[src/rtl/alu_sequencer_pkg.sv]
// Shared encodings for the ALU sequencer: operation codes, FSM states and
// small decode helpers used by both the sequencing and the output decode.
package alu_sequencer_pkg;

  localparam logic [1:0] OP_ADD_C = 2'b00;
  localparam logic [1:0] OP_SUB_C = 2'b01;
  localparam logic [1:0] OP_SHL_C = 2'b10;
  localparam logic [1:0] OP_CMP_C = 2'b11;

  localparam logic [2:0] ST_IDLE_C   = 3'd0;
  localparam logic [2:0] ST_LOAD_A_C = 3'd1;
  localparam logic [2:0] ST_LOAD_B_C = 3'd2;
  localparam logic [2:0] ST_EXEC_C   = 3'd3;
  localparam logic [2:0] ST_WRITE_C  = 3'd4;

  typedef enum logic [1:0] {
    OP_ADD = OP_ADD_C,
    OP_SUB = OP_SUB_C,
    OP_SHL = OP_SHL_C,
    OP_CMP = OP_CMP_C
  } op_e;

  typedef enum logic [2:0] {
    ST_IDLE   = ST_IDLE_C,
    ST_LOAD_A = ST_LOAD_A_C,
    ST_LOAD_B = ST_LOAD_B_C,
    ST_EXEC   = ST_EXEC_C,
    ST_WRITE  = ST_WRITE_C
  } state_e;

  // SHL operates on A alone; every other op needs the B operand loaded.
  function automatic logic needs_b(input op_e op);
    return op != OP_SHL;
  endfunction

  // SUB and CMP both run the ALU in subtract mode; CMP just discards the result.
  function automatic logic uses_sub(input op_e op);
    return (op == OP_SUB) || (op == OP_CMP);
  endfunction

  function automatic logic writes_dst(input op_e op);
    return op != OP_CMP;
  endfunction

endpackage

[src/rtl/alu_sequencer.sv]
// Moore control sequencer for a bus-based ALU: loads operands from the shared
// bus, runs one ADD/SUB/SHL/CMP, writes the result back and captures flags.
module alu_sequencer
  import alu_sequencer_pkg::*;
#(
  parameter int WIDTH = 8
) (
  input  logic             clk,
  input  logic             rst,
  input  logic             start,
  input  logic [1:0]       op,
  input  logic [2:0]       shamt,
  input  logic             alu_carry,
  input  logic [WIDTH-1:0] bus_in,
  output logic             src_a_oe,
  output logic             src_b_oe,
  output logic             rega_write_enable,
  output logic             regb_write_enable,
  output logic             sub_enable,
  output logic             shift_enable,
  output logic [2:0]       shift_pos,
  output logic             alu_enable,
  output logic             dst_we,
  output logic             busy,
  output logic             done,
  output logic             carry_flag,
  output logic             zero_flag
);

  state_e     state_q, state_d;
  op_e        op_q;
  logic [2:0] shamt_q;

  // NOTE: sequential state uses non-blocking assignments so every register
  // samples pre-edge values regardless of statement order.
  always_ff @(posedge clk) begin
    if (rst) begin
      state_q    <= ST_IDLE;
      op_q       <= OP_ADD;
      shamt_q    <= '0;
      carry_flag <= 1'b0;
      zero_flag  <= 1'b0;
    end else begin
      state_q <= state_d;
      if (state_q == ST_IDLE && start) begin
        op_q    <= op_e'(op);
        shamt_q <= shamt;
      end
      // The result is on the bus throughout WRITE, so flags capture at its end.
      if (state_q == ST_WRITE) begin
        carry_flag <= alu_carry;
        zero_flag  <= (bus_in == '0);
      end
    end
  end

  // NOTE: every signal driven here gets a default first so no path can
  // leave one unassigned and infer a latch.
  always_comb begin
    state_d           = state_q;
    src_a_oe          = 1'b0;
    src_b_oe          = 1'b0;
    rega_write_enable = 1'b0;
    regb_write_enable = 1'b0;
    sub_enable        = 1'b0;
    shift_enable      = 1'b0;
    shift_pos         = 3'd0;
    alu_enable        = 1'b0;
    dst_we            = 1'b0;
    busy              = 1'b1;
    done              = 1'b0;

    unique case (state_q)
      ST_IDLE: begin
        busy = 1'b0;
        if (start) state_d = ST_LOAD_A;
      end
      ST_LOAD_A: begin
        src_a_oe          = 1'b1;
        rega_write_enable = 1'b1;
        state_d           = needs_b(op_q) ? ST_LOAD_B : ST_EXEC;
      end
      ST_LOAD_B: begin
        src_b_oe          = 1'b1;
        regb_write_enable = 1'b1;
        state_d           = ST_EXEC;
      end
      ST_EXEC: begin
        state_d = ST_WRITE;
      end
      ST_WRITE: begin
        alu_enable = 1'b1;
        done       = 1'b1;
        dst_we     = writes_dst(op_q);
        state_d    = ST_IDLE;
      end
      default: begin
        busy    = 1'b0;
        state_d = ST_IDLE;
      end
    endcase

    // Operation select stays stable across EXEC and WRITE so the ALU output
    // does not change while it is being driven onto the bus.
    if (state_q == ST_EXEC || state_q == ST_WRITE) begin
      sub_enable = uses_sub(op_q);
      if (op_q == OP_SHL) begin
        shift_enable = 1'b1;
        shift_pos    = shamt_q;
      end
    end
  end

endmodule

[config.mk]
export PLATFORM = sky130hd
export DESIGN_NAME = alu_sequencer
export DESIGN_NICKNAME = d
export VERILOG_FILES = /design/src/rtl/alu_sequencer_pkg.sv /design/src/rtl/alu_sequencer.sv
export SDC_FILE = /design/constraint.sdc
export NUM_CORES = 1
export LEC_CHECK = 0
export BUFFER_PORTS_ARGS = -buffer_cell sky130_fd_sc_hd__buf_2
export CAP_MARGIN = 20
export CORE_UTILIZATION = 41
export CTS_CLUSTER_SIZE = 20
export DETAILED_ROUTE_END_ITERATION = 10
export GPL_TIMING_DRIVEN = 0
export HOLD_SLACK_MARGIN = 0.05
export PLACE_DENSITY = 0.76
export SLEW_MARGIN = 15
export SYNTH_ARGS = -nofsm -noshare
export SYNTH_HDL_FRONTEND = slang
export SYNTH_SLANG_ARGS = --single-unit
[constraint.sdc]
create_clock -name clk -period 2.3 [get_ports clk]
set_clock_uncertainty 0.2 [all_clocks]
set_input_delay 0.46 -clock clk [delete_from_list [all_inputs] [get_ports clk]]
set_output_delay 0.46 -clock clk [all_outputs]
set_load 0.03 [all_outputs]
---- Yosys cells after proc, flatten, opt, wreduce, memory -nomap -nowiden ----
Cells that the tools add are included.
storage, ports and cells
  logic and storage cells ................. 34
  output and inout bits ................... 15
  flip-flop bits (word level) ............. 10
  bits of input ports ..................... 17
cells by class
  reduce and logical (&&, ||, !) cells .... 6
  multiplexer cells ....................... 13
  equal/unequal tests ..................... 10
operator list
  kind                                           number
  one-hot mux 3 bit (4 select lines)             1
  2-to-1 mux 1 bit                               9
  2-to-1 mux 3 bit                               3
  zero test 8 bit                                1
  == test 3 x 2 -> 1 bit, second input constant  2
  inequality test 2 bit, second input constant   3
  == test 2 bit, second input constant           2
  OR reduction 4 bit                             1
  == test 3 x 1 -> 1 bit, second input constant  1
  == test 3 bit, second input constant           1
  zero test 3 bit                                1
  == test 2 x 1 -> 1 bit, second input constant  1
  logical OR 1 bit                               2
  logical AND 1 bit                              1

---- Logic depth before layout (Yosys ltp) ----
Gate-level depths: netlist of run 1.
  depth in word-level cells ............... 3
  depth in mapped cells ................... 6
  depth with buffers taken out ............ 4

---- Least setup slack after synthesis of run 1 ----
No wires, ideal clock.
  kind .................................... reg2out
  start point ............................. register state_q[0]
  end point ............................... output sub_enable
  slack ................................... -0.002 ns
  data arrival time ....................... 1.642 ns
  stages on the path, launching flop included .. 5
  required time ........................... 1.640 ns
  buffers on the path ..................... 2
  path through ............................ dfxtp_1 -> buf_6 -> or3b_1 -> buf_6 -> a21boi_0
between the ends
  cells in the longest elaborated chain, start to end .. 3
RTL lines
  element                                                  line                  text
  from (decl)                                              alu_sequencer.sv:30   state_e state_q, state_d;
  from (signal assigned)                                   alu_sequencer.sv:44   state_q <= state_d;
  == test 3 x 2 -> 1 bit or == test 3 bit (tied branches)  alu_sequencer.sv:105  if (state_q == ST_EXEC || state_q == ST_WRITE) begin
  logical OR 1 bit *                                       alu_sequencer.sv:105
  2-to-1 mux 1 bit *                                       alu_sequencer.sv:105
  to (decl)                                                alu_sequencer.sv:19   output logic sub_enable,
Mark *: on every way between the ends. The rest lies on a longest branch, timed or not.

---- Final worst setup path of run 1 ----
  start point ............................. register state_q[2]
  end point ............................... output shift_pos[1]
between the ends
  cells in the longest elaborated chain, start to end .. 3
RTL lines
  element                                                  line                  text
  == test 3 x 2 -> 1 bit or == test 3 bit (tied branches)  alu_sequencer.sv:105
  logical OR 1 bit *                                       alu_sequencer.sv:105
  2-to-1 mux 3 bit *                                       alu_sequencer.sv:105
  to (decl)                                                alu_sequencer.sv:21   output logic [2:0] shift_pos,
Marks and branches as above.

==> results of run 1 <==
[registers in the layout, indices dropped and copies added, names as in the netlist]
name	count
zero_flag	1
state_q	3
shamt_q	3
op_q	2
carry_flag	1
[power by group through the flow]
stage	clock (mW)	sequential, mW	combinational (mW)
after detailed placement	0	0.196	0.142
final	0.116	0.194	0.145
after CTS	0.122	0.194	0.146
after global placement	0	0.195	0.139
after global routing	0.130	0.195	0.158
after floorplan	0	0.195	0.107
[tightest hold or removal path, cell delays in order]
cell and delay, ps:
sky130_fd_sc_hd__buf_2 70, sky130_fd_sc_hd__mux2i_1 50, sky130_fd_sc_hd__nor2_1 70
[metrics by stage]
stage          total power [mW]  utilization  setup TNS (ps)  setup WS (ps)  hold WS (ps)
2_1_floorplan            0.3017            -               0          92.86         251.5
3_3_place_gp             0.3340       0.6100               0          237.8         243.9
3_5_place_dp             0.3377       0.6100               0          233.8         247.8
4_1_cts                  0.4615       0.6741          -1.410         -1.410         229.9
5_1_grt                  0.4830       0.6667               0          11.22         248.6
6_report                 0.4555       0.6667               0          78.38         233.8
[final timing paths]
check                                     to  slack, ps  depth (start not counted)
worst max-delay path            shift_pos[1]         80                          6
worst min-delay path              shamt_q[0]        230                          3
worst max register to register       op_q[1]        600                          5
worst min register to register    carry_flag        260                          2
[timing repair]
item | 4_1_cts | 5_1_grt
pin swaps | 5 | 2
buffers inserted | 4 | 0
setup endpoints to repair | 3 | 4
resized for setup | 11 | 1
endpoints found under the hold margin | 0 | 0
[final cells by class]
cell class,instances,share of cell area
clock buffer,3,0.02885
sequential,10,0.2612
multi-input combinational,39,0.3654
tap,14,0.02244
timing repair buffer,34,0.2548
buffer,6,0.06250
inverter,1,0.004808
[per-layer routing]
layer / vias to the layer above / global-route usage / wire length [um]
li1: 266 / - / -
met1: 231 / 0.2222 / 535
met2: 25 / 0.3042 / 554
met3: 3 / 0.05233 / 63
met4: 0 / 0.1293 / 22
met5: - / 0 / 0
[logic make-up (layout without fill, tap and decap cells)]
| logic type | count (synthesis) | count (layout) | synth area share |
|---|---|---|---|
| mux | 5 | 5 | 0.09154 |
| xor+xnor | 2 | 2 | 0.03204 |
| compound gates | 7 | 7 | 0.09841 |
| simple gates | 25 | 25 | 0.2815 |
| buf+inv | 9 | 44 | 0.1304 |
| flops | 10 | 10 | 0.3661 |
[cell usage in the layout (no fill, tap or decap), types with 3 or more instances in the layout]
cell                       count
sky130_fd_sc_hd__buf_2        27
sky130_fd_sc_hd__dfxtp_1       9
sky130_fd_sc_hd__buf_4         7
sky130_fd_sc_hd__nor2_1        6
sky130_fd_sc_hd__buf_6         5
sky130_fd_sc_hd__mux2i_1       5
sky130_fd_sc_hd__nand2_1       4
sky130_fd_sc_hd__and2_4        3
sky130_fd_sc_hd__a21oi_1       3
sky130_fd_sc_hd__clkbuf_4      3
==> out/results.ini, run 1 <==
[run_status]
status = finished clean

[timing]
fin_crit_sh = 0.9659
finalMaxSlewViolations = 0
tightest_slew_ps = 494.4
fmax_mhz = 450.1
finalWorstPathRequiredPeriod_ps = 2222
grt_setup_unrepaired = false
setup_viol = 0
timing.final.hold_violations = 0
worst_rel_slew_slack = 0.6690

[synth]
syn_area_um2 = 546.8
netlist.area_leader.share = 0.3661
synth_common_cells = sky130_fd_sc_hd__dfxtp_1, sky130_fd_sc_hd__nor2_1, sky130_fd_sc_hd__mux2i_1, sky130_fd_sc_hd__buf_4, sky130_fd_sc_hd__nand2_1
synth.ff_latch_count = 10
yosysWarningCount = 0
asyncSetResetFlopFracSynth = 0
mappedNetlistNets = 75
yosys-top-cells-area = sky130_fd_sc_hd__dfxtp_1, sky130_fd_sc_hd__mux2i_1, sky130_fd_sc_hd__buf_6
synth_most_common_cell = sky130_fd_sc_hd__dfxtp_1
synthFlopType = sky130_fd_sc_hd__dfxtp_1
synth_enable_flop_cells = 0
synth-seq-area-share = 0.3661
postSynthAreaPerCell_um2 = 9.427
syn_inst = 58
synth_largest_area_cell = sky130_fd_sc_hd__dfxtp_1
synth.distinct_cells = 23

[global_route]
grt_start_max_net_pins = 11
grt_antenna_before_repair = 0
first_global_vias = 488
wire_length_of_the_first_global_routing_pass_um = 1883
overflow_left_after_global_routing = 0
grt_use_total = 0.1923

[placed_design]
placedCellCount = 102
port-buffer-count = 30
hpwl_um = 787.4
place_area_um2 = 714.4
gp_congestion = 0.6594

[clock_network]
cts.hold.buffers_added = 0
h-tree-depth = 1
clock_latency_ps = 260
cts.clk_slew.worst_paths_ps = 60
cts.path.max_buffers = 2
cts_num_sinks = 10
root_buffer = sky130_fd_sc_hd__clkbuf_4
clock_tree_from_tritoncts = done
cts-buffers-inserted = 3

[drt]
routed_wire_length_per_instance_um = 10.97
drt-vias-per-instance = 4.907
vias = 525
postRouteWirelength_um = 1174
initialDrtViolationCount = 2
drt_drc_violations_left = 0
final_antenna_net_count = 0
drt_first_pass_iters = 3

[pwr]
combPwrFrac = 0.319
internal_power_uw = 312.0
irDropWorstVdd_mv = 0.3024
clkPwrFrac = 0.255
power_density_mw_per_mm2 = 583.4
switching_share = 0.3150
leak_pwr_nw = 0.3803
netSwitchingPower_uw = 143.5
power.share.sequential = 0.426

[setup_path]
arrival_ps = 1560
crit_start = state_q[2]
worst-path-buf-inv = 3
cpMostUsedCell = sky130_fd_sc_hd__buf_6
worstPathMaxFanout = 8
critical_path_class = flop to primary output
data_required_critical_path_ps = 1640
critical_path.top_delay_family = simple AND/OR/NAND/NOR gates
critical-path-max-stage-delay_ps = 300
cp-end-kind = primary output
critPathLaunchType = flop
timing.critical_path.cells = buf_6 > buf_4 > nand3b_1 > a21oi_4 > and2_4 > buf_6
crit-reg2reg-launch = state_q[2]
slowest_stage_cell_cp = sky130_fd_sc_hd__dfxtp_1

[final_layout]
register_area_um2 = 203.9
drive_gt1_frac = 0.5376
syn_to_final_growth_pct = 42.79
insertedDiodeCount = 0
layoutNonFillerInstCount = 107
multiInputGateArea_um2 = 285.3
layout.nets = 112
num-fill-cells = 99
total_non_filler_cell_area_in_the_finished_layout_um2 = 780.7

[hold_path]
worst_hold_startpoint = shamt[0]
hold_path.class = input pin to flop

[floorplan]
die-height_um = 38.52
row_count = 12
die_x_um = 38.52
start_util = 0.4669
die_area_mm2 = 0.001484
io_pins = 32
core_area_mm2 = 0.001171

[run]
max-cap-violations = 0

Note: power is estimated with default switching activity, not from simulation.
==> inputs of run 2 (changes only) <==
--- a/config.mk
+++ b/config.mk
@@ -13,7 +13,6 @@
 export GPL_TIMING_DRIVEN = 0
 export HOLD_SLACK_MARGIN = 0.05
 export PLACE_DENSITY = 0.76
-export SLEW_MARGIN = 15
 export SYNTH_ARGS = -nofsm -noshare
 export SYNTH_HDL_FRONTEND = slang
 export SYNTH_SLANG_ARGS = --single-unit
==> constraint.sdc (replaced) <==
create_clock -name clk -period 2.3 [get_ports clk]
set_clock_uncertainty 0.2 [all_clocks]
set_input_delay 0.345 -clock clk [delete_from_list [all_inputs] [get_ports clk]]
set_output_delay 0.345 -clock clk [all_outputs]
set_load 0.03 [all_outputs]
==> run 2 against run 1 <==
  * Routed wire length shrank 14%
  * Core utilization shrank 3.3 points
  * Clock power shrank 6%
  * Combinational power shrank 3%
  * Flip-flop and latch count is the same
  * Die area is the same
  * First-iteration DRC count grew 50%
  * Count of clock-buffer cells in the layout is the same
  * Power shrank 3.1%
  * Via count shrank 7.4%
  * Sequential share of layout area grew 0.86 points
  * Maximum frequency shrank 0.20%
==> out/results.ini, run 2 (synthesis results as in run 1) <==
[run_status]
status = finished clean

[setup_path]
critical_path_class = flop to primary output
critPathLaunchType = flop
arrival_ps = 1680
worstPathMaxFanout = 10
critical-path-max-stage-delay_ps = 370
timing.critical_path.cells = buf_4 > or3b_1 > buf_6 > a21oi_4 > and2_1 > buf_2
cp-end-kind = primary output
data_required_critical_path_ps = 1750
slowest_stage_cell_cp = sky130_fd_sc_hd__or3b_1

[pwr]
clkPwrFrac = 0.248
internal_power_uw = 307.9
irDropWorstVdd_mv = 0.3791
power.share.sequential = 0.435
power_density_mw_per_mm2 = 594.7
leak_pwr_nw = 0.3618
switching_share = 0.3021
design_power_total_uw = 441.2
netSwitchingPower_uw = 133.3
combPwrFrac = 0.317

[drt]
initialDrtViolationCount = 3
routed_wire_length_per_instance_um = 9.619
vias = 486
postRouteWirelength_um = 1010
final_antenna_net_count = 0
drt_drc_violations_left = 0
drt-vias-per-instance = 4.629
drt_first_pass_iters = 3

[timing]
grt_setup_unrepaired = false
finalSetupTns_ps = 0
fmax_mhz = 449.2
timing.final.hold_violations = 0
holdWs_ps = 131.3
worst_rel_slew_slack = 0.6776
tightest_slew_ps = 481.6
finalWorstPathRequiredPeriod_ps = 2226
setup_viol = 0
finalMaxSlewViolations = 0
fin_crit_sh = 0.9679
layout_setup_ws_ps = 73.83

[floorplan]
start_util = 0.4669
io_pins = 32
row_count = 12
die-height_um = 38.52
die_x_um = 38.52
die_area_mm2 = 0.001484
core_area_mm2 = 0.001171

[final_layout]
util_after_layout = 0.6335
num-fill-cells = 105
commonest_cells_after_routing_fill_and_taps_aside = sky130_fd_sc_hd__buf_2, sky130_fd_sc_hd__dfxtp_1, sky130_fd_sc_hd__buf_4, sky130_fd_sc_hd__nor2_1, sky130_fd_sc_hd__mux2i_1
multiInputGateArea_um2 = 275.3
total_non_filler_cell_area_in_the_finished_layout_um2 = 742.0
syn_to_final_growth_pct = 35.70
mostFrequentLayoutCell = sky130_fd_sc_hd__buf_2
register_area_um2 = 200.2
drive_gt1_frac = 0.4725
layoutNonFillerInstCount = 105
layout.nets = 110
largest_registers = shamt_q: 3 flops, state_q: 3 flops, op_q: 2 flops
insertedDiodeCount = 0

[placed_design]
place_area_um2 = 714.4
placedCellCount = 102
hpwl_um = 770.1
worst_slack_at_placement_ps = 349.1
gp_congestion = 0.6473
port-buffer-count = 30

[global_route]
grt_antenna_before_repair = 0
grt_use_total = 0.1524
grt_start_max_net_pins = 11
first_global_vias = 373
overflow_left_after_global_routing = 0
wire_length_of_the_first_global_routing_pass_um = 1531

[clock_network]
cts_num_sinks = 10
post-cts-setup-buffer-count = 0
h-tree-depth = 1
clock_latency_ps = 250
clock_tree_from_tritoncts = done
root_buffer = sky130_fd_sc_hd__clkbuf_4
cts.clk_slew.worst_paths_ps = 60
cts-buffers-inserted = 3
cts.path.max_buffers = 2

[run]
max-cap-violations = 0

[hold_path]
hold_path.class = input pin to flop

[run 2: cell count changes in the layout (fill, tap and decap cells not counted), sizes merged]
cell	previous run	this run
buf	39	37
[run 2: repair_timing]
action	in CTS	in global routing
hold buffers	0	0
endpoints found under the setup margin	0	2
gates resized for setup	0	4
[run 2: final cells by class]
type | instances | share of cell area
sequential | 10 | 0.2698
inverter | 1 | 0.005059
timing repair buffer | 30 | 0.2091
multi-input combinational | 39 | 0.3710
buffer | 8 | 0.09106
tap | 14 | 0.02361
clock buffer | 3 | 0.03035
[run 2: final timing paths]
kind / from / to / slack [ps] / cells past startpoint
hold / removal: shamt[1] / shamt_q[1] / 130 / 3
setup reg to reg: state_q[2] / shamt_q[0] / 750 / 4
setup / recovery: state_q[1] / shift_pos[2] / 70 / 6
hold reg to reg: carry_flag / carry_flag / 260 / 2
[run 2: layer usage]
layer  wire length, um  GRT usage  up-vias
met5                 0          0        -
met4                 0    0.07759        0
met3                61    0.05233        0
met2               439     0.2208       23
met1               510     0.1971      202
li1                  -          -      261
[run 2: worst max-delay path: cells and delay by family, from the launching register on]
kind	cells	cell delay, ps
AND/OR/NAND/NOR	2	500
buffers and inverters	3	500
AO/OA/AOI/OAI	1	130
flip-flops	1	300
[run 2: power by group through the flow]
stage               combinational, mW  clock (mW)  sequential [mW]
finish                          0.140       0.109            0.192
floorplan                       0.107           0            0.195
CTS                             0.141       0.115            0.192
global placement                0.138           0            0.195
detailed placement              0.141           0            0.196
global route                    0.153       0.124            0.193
==> inputs of run 3 (changes only) <==
--- a/config.mk
+++ b/config.mk
@@ -7,12 +7,12 @@
 export LEC_CHECK = 0
 export BUFFER_PORTS_ARGS = -buffer_cell sky130_fd_sc_hd__buf_2
 export CAP_MARGIN = 20
-export CORE_UTILIZATION = 41
+export CORE_UTILIZATION = 40
 export CTS_CLUSTER_SIZE = 20
 export DETAILED_ROUTE_END_ITERATION = 10
 export GPL_TIMING_DRIVEN = 0
 export HOLD_SLACK_MARGIN = 0.05
-export PLACE_DENSITY = 0.76
+export PLACE_DENSITY = 0.74
 export SYNTH_ARGS = -nofsm -noshare
 export SYNTH_HDL_FRONTEND = slang
 export SYNTH_SLANG_ARGS = --single-unit
==> constraint.sdc (replaced) <==
create_clock -name clk -period 2.3 [get_ports clk]
set_clock_uncertainty 0.2 [all_clocks]
set_input_delay 0.345 -clock clk [delete_from_list [all_inputs] [get_ports clk]]
set_output_delay 0.345 -clock clk [all_outputs]
set_load 0.05 [all_outputs]
==> run 3 against run 2 <==
  * Critical path depth unchanged
  * Critical path type unchanged
  * Sequential power about the same
  * Die area up 2.4%
  * Core utilization up 3.4 points
  * Largest cell class unchanged
  * Design area up 6.7%
  * Global-route usage up 2.1 points
==> out/results.ini, run 3 (synthesis results as in run 1) <==
[run_status]
status = finished clean

[timing]
tightest_slew_ps = 503.8
finalMaxSlewViolations = 0
grt_setup_unrepaired = true
holdWs_ps = 111.0
timing.final.hold_violations = 0
finalWorstPathRequiredPeriod_ps = 2251
setup_viol = 0
fmax_mhz = 444.3
worst_rel_slew_slack = 0.6627
fin_crit_sh = 0.9785

[floorplan]
die-height_um = 38.97
io_pins = 32
die_x_um = 38.97
row_count = 12
core_area_mm2 = 0.001186
die_area_mm2 = 0.001519
start_util = 0.4610

[final_layout]
register_area_um2 = 200.2
syn_to_final_growth_pct = 44.85
multiInputGateArea_um2 = 290.3
largest_registers = shamt_q: 3 flops, state_q: 3 flops, op_q: 2 flops
mostFrequentLayoutCell = sky130_fd_sc_hd__buf_2
total_non_filler_cell_area_in_the_finished_layout_um2 = 792.0
drive_gt1_frac = 0.5326
insertedDiodeCount = 0
layout.nets = 110
commonest_cells_after_routing_fill_and_taps_aside = sky130_fd_sc_hd__buf_2, sky130_fd_sc_hd__dfxtp_1, sky130_fd_sc_hd__nor2_1
num-fill-cells = 102

[placed_design]
gp_congestion = 0.6288
port-buffer-count = 30
place_area_um2 = 728.2
hpwl_um = 794.7

[setup_path]
critical_path_class = flop to primary output
arrival_ps = 1710
data_required_critical_path_ps = 1750
critPathLaunchType = flop
crit_start = state_q[0]
cp-end-kind = primary output
worstPathMaxFanout = 10
crit-reg2reg-launch = state_q[2]

[hold_path]
worst_hold_startpoint = shamt[2]
hold_path.class = input pin to flop

[pwr]
leak_pwr_nw = 0.3833
power_density_mw_per_mm2 = 652.7
irDropWorstVdd_mv = 0.3365

[drt]
postRouteWirelength_um = 1136
final_antenna_net_count = 0
drt_drc_violations_left = 0
vias = 484
drt-vias-per-instance = 4.566
initialDrtViolationCount = 4
routed_wire_length_per_instance_um = 10.72
drt_first_pass_iters = 2

[global_route]
grt_antenna_before_repair = 0
grt_use_total = 0.1737
overflow_left_after_global_routing = 0
first_global_vias = 355
wire_length_of_the_first_global_routing_pass_um = 1628
grt_start_max_net_pins = 11

[run]
max-cap-violations = 0

[clock_network]
root_buffer = sky130_fd_sc_hd__clkbuf_4
clock_tree_from_tritoncts = done
h-tree-depth = 1
cts-buffers-inserted = 3
clock_latency_ps = 270
cts.hold.buffers_added = 0
cts.path.max_buffers = 2
cts.clk_slew.worst_paths_ps = 70
cts_num_sinks = 10

==> run 3: cell count changes in the layout (fill, tap and decap cells not counted), sizes merged <==
cell    change
clkbuf      +1
==> run 3: final timing paths <==
path                  end  slack [ps]  cells after the start
max reg2reg    shamt_q[0]         720                      4
max          shift_pos[1]          50                      6
min            shamt_q[2]         110                      3
min reg2reg    carry_flag         250                      2
==> run 3: layout make-up <==
type / count / area share
plain buffers: 8 / 0.08531
multi-input cells: 39 / 0.3665
flip-flops and latches: 10 / 0.2528
repair buffers: 30 / 0.2227
inverters: 1 / 0.004739
well taps: 14 / 0.02212
clock buffers: 4 / 0.04581
==> run 3: layer usage <==
layer | part of all wire | up-vias | global-route usage
li1 | - | 260 | -
met1 | 0.46 | 206 | 0.2028
met2 | 0.47 | 16 | 0.2333
met3 | 0.060 | 2 | 0.1098
met4 | 0.0088 | 0 | 0.1034
met5 | 0 | - | 0
==> run 3: stage by stage <==
stage	util	setup TNS, ps	power (mW)	worst slack [ps]	instances
final	0.6677	0	0.5170	49.38	106
after global routing	0.6677	-44.49	0.5507	-28.64	106
after CTS	0.6508	0	0.5254	18.96	106
after detailed placement	0.6139	0	0.3628	259.3	102
after global placement	0.6139	0	0.3588	269.6	102
after floorplan	-	0	0.3268	52.31	58
==> run 3: critical path, stage by stage, from the launching register on <==
cell                      delay (ps)
sky130_fd_sc_hd__dfxtp_1         310
sky130_fd_sc_hd__buf_6           140
sky130_fd_sc_hd__or3b_1          380
sky130_fd_sc_hd__buf_6           150
sky130_fd_sc_hd__a21oi_4         140
sky130_fd_sc_hd__and2_2          170
sky130_fd_sc_hd__buf_6           150
==> run 3: power breakdown <==
| part | internal, mW | switching [mW] | leakage [nW] |
|---|---|---|---|
| Sequential | 0.186 | 0.00590 | 0.0818 |
| Combinational | 0.0635 | 0.103 | 0.281 |
| Clock | 0.0962 | 0.0624 | 0.0210 |
==> run 3: repair_timing <==
action,4_1_cts,5_1_grt
setup endpoints to repair,3,3
resized for setup,3,6
setup buffers,0,0
